`src/rtl/int_request_unit.sv`:
```
// Interrupt initiator: synchronises /INT and /NMI, applies IFF1/IFF2 and EI-shadow rules,
// raises interrupt_RQ to the flush unit, and hands a service record to the sequencer.
module int_request_unit #(
  parameter logic [15:0] IM1_VECTOR = 16'h0038,
  parameter logic [15:0] NMI_VECTOR = 16'h0066
) (
  input  logic        clk,
  input  logic        reset,
  input  logic        int_n,
  input  logic        nmi_n,
  input  logic        instr_commit,
  input  logic        ei_commit,
  input  logic        di_commit,
  input  logic        retn_commit,
  input  logic        PCupdate,
  input  logic        br_taken,
  input  logic        paging_RQ,
  input  logic        mem_pipe_stall,
  input  logic [15:0] targetPC,
  input  logic        svc_done,
  output logic        interrupt_RQ,
  output logic        int_service,
  output logic        int_is_nmi,
  output logic [15:0] int_vector,
  output logic [15:0] int_return_PC,
  output logic        int_ack,
  output logic        IFF1,
  output logic        IFF2
);

  typedef enum logic [2:0] {
    IDLE      = 3'd0,
    REQ_INT   = 3'd1,
    REQ_NMI   = 3'd2,
    SERVICE   = 3'd3,
    WAIT_DONE = 3'd4
  } state_t;

  state_t state, next_state;

  logic int_meta, int_s;
  logic nmi_meta, nmi_s, nmi_s_d;
  logic nmi_fall;
  logic nmi_latch;
  logic ei_shadow;
  logic int_ok;
  logic accept;
  logic accept_nmi;

  // Synchronisers idle high so reset never looks like an asserted line or an NMI edge.
  always_ff @(posedge clk or posedge reset) begin
    if (reset) begin
      int_meta <= 1'b1;
      int_s    <= 1'b1;
      nmi_meta <= 1'b1;
      nmi_s    <= 1'b1;
      nmi_s_d  <= 1'b1;
    end else begin
      int_meta <= int_n;
      int_s    <= int_meta;
      nmi_meta <= nmi_n;
      nmi_s    <= nmi_meta;
      nmi_s_d  <= nmi_s;
    end
  end

  assign nmi_fall   = nmi_s_d & ~nmi_s;
  assign int_ok     = ~int_s & IFF1 & ~ei_shadow;
  assign accept     = interrupt_RQ & PCupdate & ~br_taken & ~paging_RQ & ~mem_pipe_stall;
  assign accept_nmi = accept & (state == REQ_NMI);

  // A new edge outranks the clear, so an NMI arriving during its predecessor's accept survives.
  always_ff @(posedge clk or posedge reset) begin
    if (reset)           nmi_latch <= 1'b0;
    else if (nmi_fall)   nmi_latch <= 1'b1;
    else if (accept_nmi) nmi_latch <= 1'b0;
  end

  always_comb begin
    next_state = state;
    case (state)
      IDLE: begin
        if (nmi_latch)   next_state = REQ_NMI;
        else if (int_ok) next_state = REQ_INT;
      end
      REQ_INT: begin
        if (accept)         next_state = SERVICE;
        else if (nmi_latch) next_state = REQ_NMI;
        else if (!int_ok)   next_state = IDLE;
      end
      REQ_NMI: begin
        if (accept) next_state = SERVICE;
      end
      SERVICE:   next_state = WAIT_DONE;
      WAIT_DONE: begin
        if (svc_done) next_state = IDLE;
      end
      default:   next_state = IDLE;
    endcase
  end

  always_ff @(posedge clk or posedge reset) begin
    if (reset) begin
      state         <= IDLE;
      interrupt_RQ  <= 1'b0;
      int_service   <= 1'b0;
      int_ack       <= 1'b0;
      int_is_nmi    <= 1'b0;
      int_vector    <= 16'h0000;
      int_return_PC <= 16'h0000;
    end else begin
      state        <= next_state;
      interrupt_RQ <= (next_state == REQ_INT) || (next_state == REQ_NMI);
      int_service  <= accept;
      int_ack      <= accept & (state == REQ_INT);
      // Service record is captured at accept and held until the next one.
      if (accept) begin
        int_is_nmi    <= accept_nmi;
        int_vector    <= accept_nmi ? NMI_VECTOR : IM1_VECTOR;
        int_return_PC <= targetPC;
      end
    end
  end

  always_ff @(posedge clk or posedge reset) begin
    if (reset) begin
      IFF1 <= 1'b0;
      IFF2 <= 1'b0;
    end else if (accept_nmi) begin
      IFF2 <= IFF1;
      IFF1 <= 1'b0;
    end else if (accept) begin
      IFF1 <= 1'b0;
      IFF2 <= 1'b0;
    end else if (instr_commit && di_commit) begin
      IFF1 <= 1'b0;
      IFF2 <= 1'b0;
    end else if (instr_commit && ei_commit) begin
      IFF1 <= 1'b1;
      IFF2 <= 1'b1;
    end else if (instr_commit && retn_commit) begin
      IFF1 <= IFF2;
    end
  end

  // The shadow covers the instruction after EI; consecutive EIs keep re-arming it.
  always_ff @(posedge clk or posedge reset) begin
    if (reset)                          ei_shadow <= 1'b0;
    else if (instr_commit && di_commit) ei_shadow <= 1'b0;
    else if (instr_commit && ei_commit) ei_shadow <= 1'b1;
    else if (instr_commit)              ei_shadow <= 1'b0;
  end

endmodule
```
`config.mk`:
```
export PLATFORM = sky130hd
export DESIGN_NAME = int_request_unit
export DESIGN_NICKNAME = d
export VERILOG_FILES = /design/src/rtl/int_request_unit.sv
export SDC_FILE = /design/constraint.sdc
export NUM_CORES = 1
export LEC_CHECK = 0
export CAP_MARGIN = 10
export CORE_ASPECT_RATIO = 1.5
export CORE_MARGIN = 2
export CORE_UTILIZATION = 41
export DETAILED_ROUTE_END_ITERATION = 8
export PLACE_DENSITY = 0.79
export SYNTH_ARGS = -nofsm -noshare
export SYNTH_HDL_FRONTEND = slang
export SYNTH_SLANG_ARGS = --single-unit
export TNS_END_PERCENT = 30
```
`constraint.sdc`:
```
create_clock -name clk -period 1.4 [get_ports clk]
set_input_delay 0.21 -clock clk [delete_from_list [all_inputs] [get_ports clk]]
set_output_delay 0.21 -clock clk [all_outputs]
set_load 0.02 [all_outputs]
```
# After elaboration in Yosys (flattened, before gate mapping)

Cells that the tools add are included.

Word-level logic and storage cells: 69
Register bits after elaboration: 48

Multiplexer cells: 23
Bitwise logic cells: 15
Equal/unequal tests: 6
Reduce and logical (&&, ||, !) cells: 9

Operators with widths:

| cell                                                                   | number |
|---|---|
| 3-bit 2-to-1 mux                                                       | 7 |
| 3-bit one-hot mux with 5 select lines                                  | 1 |
| 1-bit 2-to-1 mux                                                       | 14 |
| 1-bit AND                                                              | 9 |
| 3-bit by 2-bit equality test with 1-bit output (second input constant) | 3 |
| 7-bit 2-to-1 mux                                                       | 1 |
| 3-bit by 1-bit equality test with 1-bit output (second input constant) | 2 |
| 1-bit NOT                                                              | 6 |
| 5-bit nonzero test                                                     | 1 |
| 4-bit nonzero test                                                     | 1 |
| 3-bit equality test (second input constant)                            | 1 |
| 1-bit logical AND                                                      | 3 |
| 3-bit zero test                                                        | 1 |
| 3-bit nonzero test                                                     | 1 |
| 2-bit nonzero test                                                     | 1 |
| 1-bit logical OR                                                       | 1 |

# Depth between registers and ports, before layout

Gate-level depths: netlist (run 1).

Depth in word-level cells: 9
Gate-level depth with buffers: 5
Depth with buffers taken out: 4

# Least setup slack after synthesis (run 1)

OpenSTA, ideal clock, no wires.

Kind: register to register
Start point: register interrupt_RQ
End point: register int_return_PC[10]
Setup slack: -12 ps
Arrival: 1,287 ps
Library setup time: 125 ps
Clock period less this slack: 1,412 ps
Stages on the path, launching flop included: 6
Data required time: 1,275 ps
Path through: dfrtp_1 -> and3b_2 -> nand2_2 -> inv_2 -> buf_6 -> mux2_4

Cells in the longest elaborated chain, start to end: 4

RTL lines:

| item                   | RTL line | text |
|---|---|---|
| from (decl)            | 21       | `output logic interrupt_RQ,` |
| from (signal assigned) | 113      | `interrupt_RQ <= (next_state == REQ_INT) \|\| (next_state == REQ_NMI);` |
| 1-bit AND (4 in a row) | 69       | `assign accept = interrupt_RQ & PCupdate & ~br_taken & ~paging_RQ & ~mem_pipe_stall;` |
| to (signal assigned)   | 120      | `int_return_PC <= targetPC;` |
| to (decl)              | 25       | `output logic [15:0] int_return_PC,` |

Every way passes these cells.
A chain may end at the register's enable or synchronous reset.

# Worst setup path after layout (run 1)

Start point: input port PCupdate
End point: register int_return_PC[15]

Cells in the longest elaborated chain, start to end: 4

RTL lines:

| item                   | RTL line | text |
|---|---|---|
| from (decl)            | 15       | `input logic PCupdate,` |
| 1-bit AND (4 in a row) | 69       |  |

Every way passes these cells.

==> qor.yml, run 1 <==
status: "finished clean"
fin_skew_ns: 0.006721
grt_pass1_wl_mm: 4.761
row_count: 27
synth_cells: 114
cts_htree_levels: 2
avgSynthCellArea_um2: 13.23
start_util_pct: 42.10
r2r_slack_ns: 0.08
setup_viol: 0
period_needed_ns: 1.340
hpwlAfterDp_mm: 2.208
clockBufferDepth: 2
powerDensity_mw_per_mm2: 1454
whs_ns: 0.2644
mostFrequentLayoutCells: "dfrtp_1, clkdlybuf4s50_1, dlygate4sd2_1, mux2_4, conb_1"
drive_above_1_share_pct: 24.44
cp-end-kind: "flip-flop"
first_iter_violations: 10
gr-total-overflow: 0
final-max-slew-violation-count: 0
io_buffer_count: 56
cts_sinks: 34
track_usage_pct: 15.98
synth_warnings: 0
worst-setup-path-type: "primary input to flip-flop"
die_area_mm2: 0.004189
ys_types: 31
nFillCells: 308
r2r_end: "int_return_PC[15]"
crit_fanout: 10
fp.dieH_um: 78.27
synthDominantCellAreaShare_pct: 48.13
cap_violations: 0
leakagePower_uw: 0.001028
die_w_um: 53.52
syn_to_final_growth_pct: 45.64
drcViolationCount: 0
clkPwrFrac_pct: 22.7
fmax_ghz: 0.7462
vias_per_cell: 4.623
yosysSeqAreaShare_pct: 56.85
yosysTopAreaCell: "dfrtp_1"
nNetsFinal: 208
multiInputGateArea_um2: 529.3
cts_buffers: 5
power.share.combinational_pct: 35.6
drt_wl_total_mm: 2.984
rsz0062_at_grt: "false"
dp_slack_ns: -0.2536
p_int_uw: 2170
insertedDiodeCount: 0
worstPathRequired_ns: 1.56
syn_area_mm2: 0.001508
worst_slack_ns: 0.05979
grt_pass1_vias: 1077
clk_latency_ns: 0.28
gp_routability_congestion: 0.7959
peakVddDrop_mv: 1.174
dr.pass1.iters: 2
min_path_type: "primary input to asynchronous set/reset pin"
rr_startpoint: "interrupt_RQ"
seqPwrFrac_pct: 41.8
synth-seq-cells: 34
postCtsHoldBufs: 0
core_area_mm2: 0.003581
finalHoldViolations: 0
p_sw_uw: 1023
r2r_cells: 5
grt_max_degree: 35
swShare_pct: 32.03
worstSetupStartpointType: "primary input"
path_clk_slew_ns: 0.07
cts_tree: "yes"
arrival_ns: 1.50
vias: 1031
cts-root-buf: "clkbuf_8"
register_area_um2: 858.3
wire_per_inst_um: 13.38
post-route-period-util_pct: 95.73
antenna_left: 0
antenna_found_initial: 0
ys_top_cells_by_area: "dfrtp_1, mux2_4, dfstp_2"
pin_count: 67
==> per-stage QoR <==
stage	setup TNS (ns)	utilization, %	total power [uW]	cells	cell area (um2)
detailed placement	-4.726	59.68	2666	215	2137
CTS	0	61.25	3229	223	2193
finish	0	61.32	3193	223	2196
floorplan	0	-	2088	123	1543
global route	0	61.32	3366	223	2196
global placement	-4.384	59.68	2641	215	2137
==> per-layer routing <==
layer | wire length [um] | track usage [%] | up-vias | part of all wire (%)
li1 | - | - | 494 | -
met1 | 1205 | 19.23 | 480 | 40
met2 | 1443 | 24.57 | 51 | 48
met3 | 285 | 7.224 | 6 | 9.6
met4 | 49 | 6.154 | 0 | 1.6
met5 | 0 | 0 | - | 0
==> synth_stat cells, drive strengths merged <==
| cell type | count |
|---|---|
| dfrtp | 29 |
| buf | 16 |
| mux2 | 16 |
| inv | 6 |
| o21ai | 6 |
| dfstp | 5 |
| a21oi | 4 |
| nand2 | 4 |
| nor2 | 4 |
| nand3b | 3 |
| a221oi | 2 |
| nor2b | 2 |
| nor3b | 2 |
| a21o | 1 |
| a22o | 1 |
| a31o | 1 |
| and2 | 1 |
| and3b | 1 |
| clkbuf | 1 |
| conb | 1 |
| nand3 | 1 |
| nor4b | 1 |
| o211ai | 1 |
| o21a | 1 |
| o221ai | 1 |
| or2 | 1 |
| or2b | 1 |
| or3b | 1 |
==> cell type report <==
class                      instances  area share, %
sequential                        34          39.09
timing repair buffer              66          29.06
multi-input combinational         66          24.10
clock buffer                       7          3.932
tap                               43          2.450
inverter                           6          1.140
clock inverter                     1         0.2279
==> power groups by stage <==
| stage | Combinational [uW] | Sequential [uW] | Clock, uW |
|---|---|---|---|
| floorplan | 503 | 1580 | 0 |
| global placement | 1290 | 1350 | 0 |
| detailed placement | 1320 | 1350 | 0 |
| CTS | 1150 | 1340 | 743 |
| global route | 1220 | 1360 | 787 |
| finish | 1140 | 1330 | 724 |
==> critical path, cell delays in order <==
cell and delay [ns]:
clkdlybuf4s50_1 0.47, and3b_2 0.20, nand2_2 0.08, inv_4 0.09, buf_12 0.14, mux2_4 0.30
==> sequential cells by signal, indices dropped and copies added (netlist names) <==
signal	flops
IFF1	1
IFF2	1
ei_shadow	1
int_ack	1
int_meta	1
int_return_PC	16
int_s	1
int_service	1
int_vector	3
interrupt_RQ	1
nmi_latch	1
nmi_meta	1
nmi_s	1
nmi_s_d	1
state	3
==> repair_timing <==
item	4_1_cts	5_1_grt
buffers inserted	0	0
gates resized for setup	28	1
gates cloned	0	0
setup endpoints to repair	28	7
==> cell families (layout without fill, tap and decap cells) <==
logic type	Yosys count	in the layout	share of synthesized area, %
muxes	16	16	15.93
DFF	34	34	56.85
AOI/OAI and AO/OA	18	18	7.719
buffers and inverters	23	80	10.29
and+or+nand+nor	22	22	8.963
other	1	10	0.2487
==> how the worst max path moves through the flow <==
| stage | start | slack, ns | cells past startpoint | to |
|---|---|---|---|---|
| final | PCupdate | 0.06 | 6 | int_return_PC[15] |
| after global routing | state[0] | 0.008 | 3 | nmi_latch |
| after CTS | PCupdate | 0.04 | 6 | int_return_PC[5] |
| after detailed placement | PCupdate | -0.25 | 6 | int_return_PC[5] |
| after global placement | PCupdate | -0.23 | 6 | int_return_PC[6] |
| after floorplan | interrupt_RQ | 0.04 | 5 | int_return_PC[10] |
(Power assumes the default switching activity.)
==> inputs of run 2 (changes only) <==
- ABC_AREA: unset -> 1
- CAP_MARGIN: 10 -> unset
- PLACE_DENSITY: 0.79 -> unset
- PLACE_DENSITY_LB_ADDON: unset -> 0.08
==> run 2 against run 1 <==
Against the previous run: power shrank 14%; non-clock buffer count shrank 1; via count grew 16%; sequential share of layout area grew 0.78 points; critical path depth shrank 5; routed wire length grew 4.2%; largest cell class unchanged.
==> qor.yml, run 2 <==
synthDominantCellAreaShare_pct: 48.99
io_buffer_count: 56
reg_top3: "int_return_PC (16), int_vector (3), state (3)"
grt.met1_usage_pct: 20.10
dp.cells: 261
postCtsHoldBufs: 0
crit_family: "flip-flops"
largest_reg_flops: 16
vias: 1196
gr-total-overflow: 0
cts_resized: 28
cts_buffers: 5
cp.buffers_inverters: 1
synth_warnings: 0
vias_per_cell: 4.446
die_w_um: 53.08
nNetsFinal: 255
arrival_ns: 1.03
clockBufferDepth: 2
drive_above_1_share_pct: 15.42
start_util_pct: 42.96
ys_top_cells_by_area: "dfrtp_1, nand2_1, dfstp_2"
period_needed_ns: 1.238
gp_routability_congestion: 0.8727
syn_area_mm2: 0.001481
yosysSeqAreaShare_pct: 57.85
track_usage_pct: 17.64
cp-end-kind: "primary output"
clk_latency_ns: 0.28
rsz0062_at_grt: "false"
synth-seq-cells: 34
drt_wl_total_mm: 3.110
finalNonFillerCells: 269
path_cells: "dlygate4sd2_1"
drcViolationCount: 0
async_flop_share_pct: 100.0
finalHoldViolations: 0
r2r_end: "interrupt_RQ"
insertedDiodeCount: 0
antenna_left: 0
final-max-slew-violation-count: 0
cts_setup_buffers: 0
worstSetupStartpointType: "flip-flop"
row_count: 26
core_area_mm2: 0.003448
cts-root-buf: "clkbuf_8"
fin_skew_ns: 0.003624
p_total_uw: 2749
synth_cells: 162
fp.dieH_um: 77.62
avgSynthCellArea_um2: 9.145
grt_pass1_wl_mm: 5.326
dr.pass1.iters: 4
yosysTopAreaCell: "dfrtp_1"
critical_path.slowest_cell: "dfrtp_1"
worst_slack_ns: 0.1616
synth_top_cells_by_count: "nand2_1, dfrtp_1, buf_4, inv_1, nor2_1"
crit_fanout: 5
status: "finished clean"
first_iter_violations: 12
synth_edf_count: 0
cts_sinks: 34
min_path_type: "primary input to asynchronous set/reset pin"
synth.most_common_cell: "nand2_1"
top_register: "int_return_PC"
peakVddDrop_mv: 0.9647
leakagePower_uw: 0.001163
die_area_mm2: 0.004120
syn_to_final_growth_pct: 45.10
pin_count: 67
grt_pass1_vias: 1216
ys_types: 23
hpwlAfterDp_mm: 2.448
grt.met3_usage_pct: 5.385
nFillCells: 323
final_util_pct: 62.34
busiest_layer: "met2"
slowest_delay_ns: 0.39
setup_viol: 0
cap_violations: 0
cts_htree_levels: 2
cts_tree: "yes"
gr-usage-met2_pct: 28.13
post-route-period-util_pct: 88.46
layout_commonest_cell: "nand2_1"
r2r_slack_ns: 0.29
grt_max_degree: 19
rr_startpoint: "state[2]"
antenna_found_initial: 0
fmax_ghz: 0.8075
dp_slack_ns: -0.04989
worst-setup-path-type: "flip-flop to primary output"
powerDensity_mw_per_mm2: 1279
mostFrequentLayoutCells: "nand2_1, dfrtp_1, clkdlybuf4s50_1, dlygate4sd2_1, inv_1"
worstPathRequired_ns: 1.19
wire_per_inst_um: 11.56
ys.flop_type: "dfrtp_1"
r2r_cells: 8
path_clk_slew_ns: 0.07
## run 2: through the flow
stage	area (um2)	setup TNS [ns]	hold WS, ns
after floorplan	1515	0	0.2145
after global routing	2150	0	0.2884
after CTS	2150	0	0.2589
after global placement	2090	-0.01219	0.3463
final	2150	0	0.2540
after detailed placement	2090	-0.4385	0.3473
## run 2: kinds of logic after synthesis
group,Yosys count,synth area share [%]
buffers and inverters,33,12.92
AND/OR/NAND/NOR,85,25.42
other,1,0.2531
AO/OA/AOI/OAI,9,3.547
flip-flops,34,57.86
## run 2: metal layers
metal | up-vias | share of wire [%] | wire length (um)
li1 | 595 | - | -
met1 | 542 | 39 | 1203
met2 | 51 | 52 | 1610
met3 | 8 | 6.7 | 209
met4 | 0 | 2.8 | 87
met5 | - | 0 | 0
## run 2: how the worst max path moves through the flow
stage / from / end / depth (start not counted)
floorplan: interrupt_RQ / interrupt_RQ / 7
global placement: PCupdate / IFF1 / 7
detailed placement: PCupdate / IFF1 / 7
CTS: int_vector[2] / int_vector[2] / 1
global route: int_vector[2] / int_vector[2] / 1
finish: int_vector[2] / int_is_nmi / 1
## run 2: worst reg2reg max path: stages (launching register included)
cell and delay, ns:
dfrtp_1 0.41, inv_1 0.13, nand3_2 0.09, inv_2 0.08, nand2_4 0.07, nand2_1 0.07, nor2_1 0.04, nand2_1 0.06
nand2_1 0.06
## run 2: power by group
part	total, uW	internal, uW	switching (uW)
logic	778	323	455
registers	1240	1140	93.2
clock network	735	395	340
## run 2: layout make-up
cell class	instances	area, um2	share of cell area [%]
Clock buffer	6	82.58	3.842
Tap cell	42	52.55	2.445
Sequential cell	34	857.1	39.87
Multi-Input combinational cell	104	466.7	21.71
Clock inverter	2	12.51	0.5821
Inverter	16	60.06	2.794
Timing Repair Buffer	65	618.1	28.75
==> inputs of run 3 (changes only) <==
- CORE_UTILIZATION: 41 -> 43
- CTS_BUF_LIST: unset -> sky130_fd_sc_hd__clkbuf_2
- HOLD_SLACK_MARGIN: unset -> 0.1
==> run 3 against run 2 <==
Against the previous run: final area fell by 1.2%; sequential power barely moved; final cell count did not move; critical endpoint is now int_vector[4]; largest cell class unchanged; largest power group unchanged.
==> qor.yml, run 3 (same netlist as run 2, synthesis figures left out) <==
status: "finished clean"
largest_reg_flops: 16
pin_count: 67
path_cells: "dlygate4sd2_1"
cap_violations: 0
start_util_pct: 44.21
antenna_left: 0
leakagePower_uw: 0.001159
powerDensity_mw_per_mm2: 1240
cts_setup_buffers: 0
syn_to_final_growth_pct: 43.33
grt_max_degree: 15
cts_tree: "yes"
p_total_uw: 2633
grt_pass1_vias: 1177
worst-setup-path-type: "flip-flop to primary output"
vias: 1225
fp.dieH_um: 75.89
gp_routability_congestion: 0.8501
rsz0062_at_grt: "true"
die_w_um: 51.93
mostFrequentLayoutCells: "nand2_1, dfrtp_1, clkdlybuf4s50_1, dlygate4sd2_1, inv_1"
antenna_found_initial: 0
wire_per_inst_um: 11.99
hpwlAfterDp_mm: 2.573
dr.pass1.iters: 4
fin_skew_ns: 0.008532
cts-root-buf: "clkbuf_2"
core_area_mm2: 0.003351
crit_family: "flip-flops"
finalHoldViolations: 0
cp.buffers_inverters: 1
arrival_ns: 1.11
cts_sinks: 34
min_path_type: "primary input to flip-flop"
fmax_ghz: 0.7580
reg_top3: "int_return_PC (16), int_vector (3), state (3)"
vias_per_cell: 4.554
insertedDiodeCount: 0
drcViolationCount: 0
cp-startpoint: "int_vector[4]"
hp-start: "int_n"
die_area_mm2: 0.003940
final-max-slew-violation-count: 0
cts_buffers: 5
layout_commonest_cell: "nand2_1"
path_clk_slew_ns: 0.17
cp-end-kind: "primary output"
first_iter_violations: 30
worstSetupStartpointType: "flip-flop"
crit_fanout: 3
drive_above_1_share_pct: 16.74
io_buffer_count: 56
post-route-period-util_pct: 94.23
worstPathRequired_ns: 1.19
top_register: "int_return_PC"
nNetsFinal: 255
period_needed_ns: 1.319
slowest_delay_ns: 0.43
clockBufferDepth: 2
grt_pass1_wl_mm: 5.306
clk_latency_ns: 0.36
gr-total-overflow: 0
whs_ns: 0.2315
row_count: 26
cts_htree_levels: 2
track_usage_pct: 18.61
peakVddDrop_mv: 0.9825
critical_path.slowest_cell: "dfrtp_1"
drt_wl_total_mm: 3.224
rr_startpoint: "state[1]"
setup_viol: 0
-- run 3: layout make-up --
class	count	area (um2)
Timing Repair Buffer	65	621.8
Tap cell	42	52.55
Clock buffer	5	25.02
Clock inverter	3	40.04
Inverter	16	60.06
Fill cell	297	1227
Sequential cell	34	857.1
Multi-Input combinational cell	104	466.7
-- run 3: path summary, 6_finish.rpt --
kind | endpoint | slack [ns] | cells after the start
max reg2reg | interrupt_RQ | 0.24 | 8
max in group asynchronous | int_ack | 0.26 | 4
max | int_vector[4] | 0.08 | 1
min | int_meta | 0.23 | 1
min reg2reg | int_s | 0.37 | 0
min in group asynchronous | IFF1 | 0.63 | 3
-- run 3: worst reg2reg max path: stages, from the launching register on --
cell and delay (ns):
dfrtp_1 0.46, inv_2 0.12, nand3_2 0.11, inv_2 0.10, nand2_4 0.07, nand2_1 0.07, nor2_1 0.04, nand2_1 0.06
nand2_1 0.05
-- run 3: where the power goes --
part	internal, uW	switching, uW
registers	1140	92.4
logic	320	460
clock network	297	323
-- run 3: what timing repair did --
action,4_1_cts,5_1_grt
resized for setup,28,11
setup endpoints to repair,28,7
hold endpoints to repair,3,0
hold buffers,1,0
cloned,0,0
-- run 3: metrics by stage --
step	instance area [um2]	setup TNS [ns]	utilization (%)	cells	setup slack [ns]
2_1_floorplan	1515	0	-	171	0.2542
3_3_place_gp	2095	-0.02207	62.51	260	-0.01086
3_5_place_dp	2095	-0.5589	62.51	260	-0.06551
4_1_cts	2135	0	63.70	269	0.003778
5_1_grt	2123	-0.01421	63.37	269	-0.01251
6_report	2123	0	63.37	269	0.08075
-- run 3: metal layers --
layer	routed length, um	global-route usage [%]	vias to the layer above
li1	-	-	598
met1	1212	20.69	570
met2	1710	33.47	49
met3	231	3.922	8
met4	70	8.772	0
met5	0	0	-
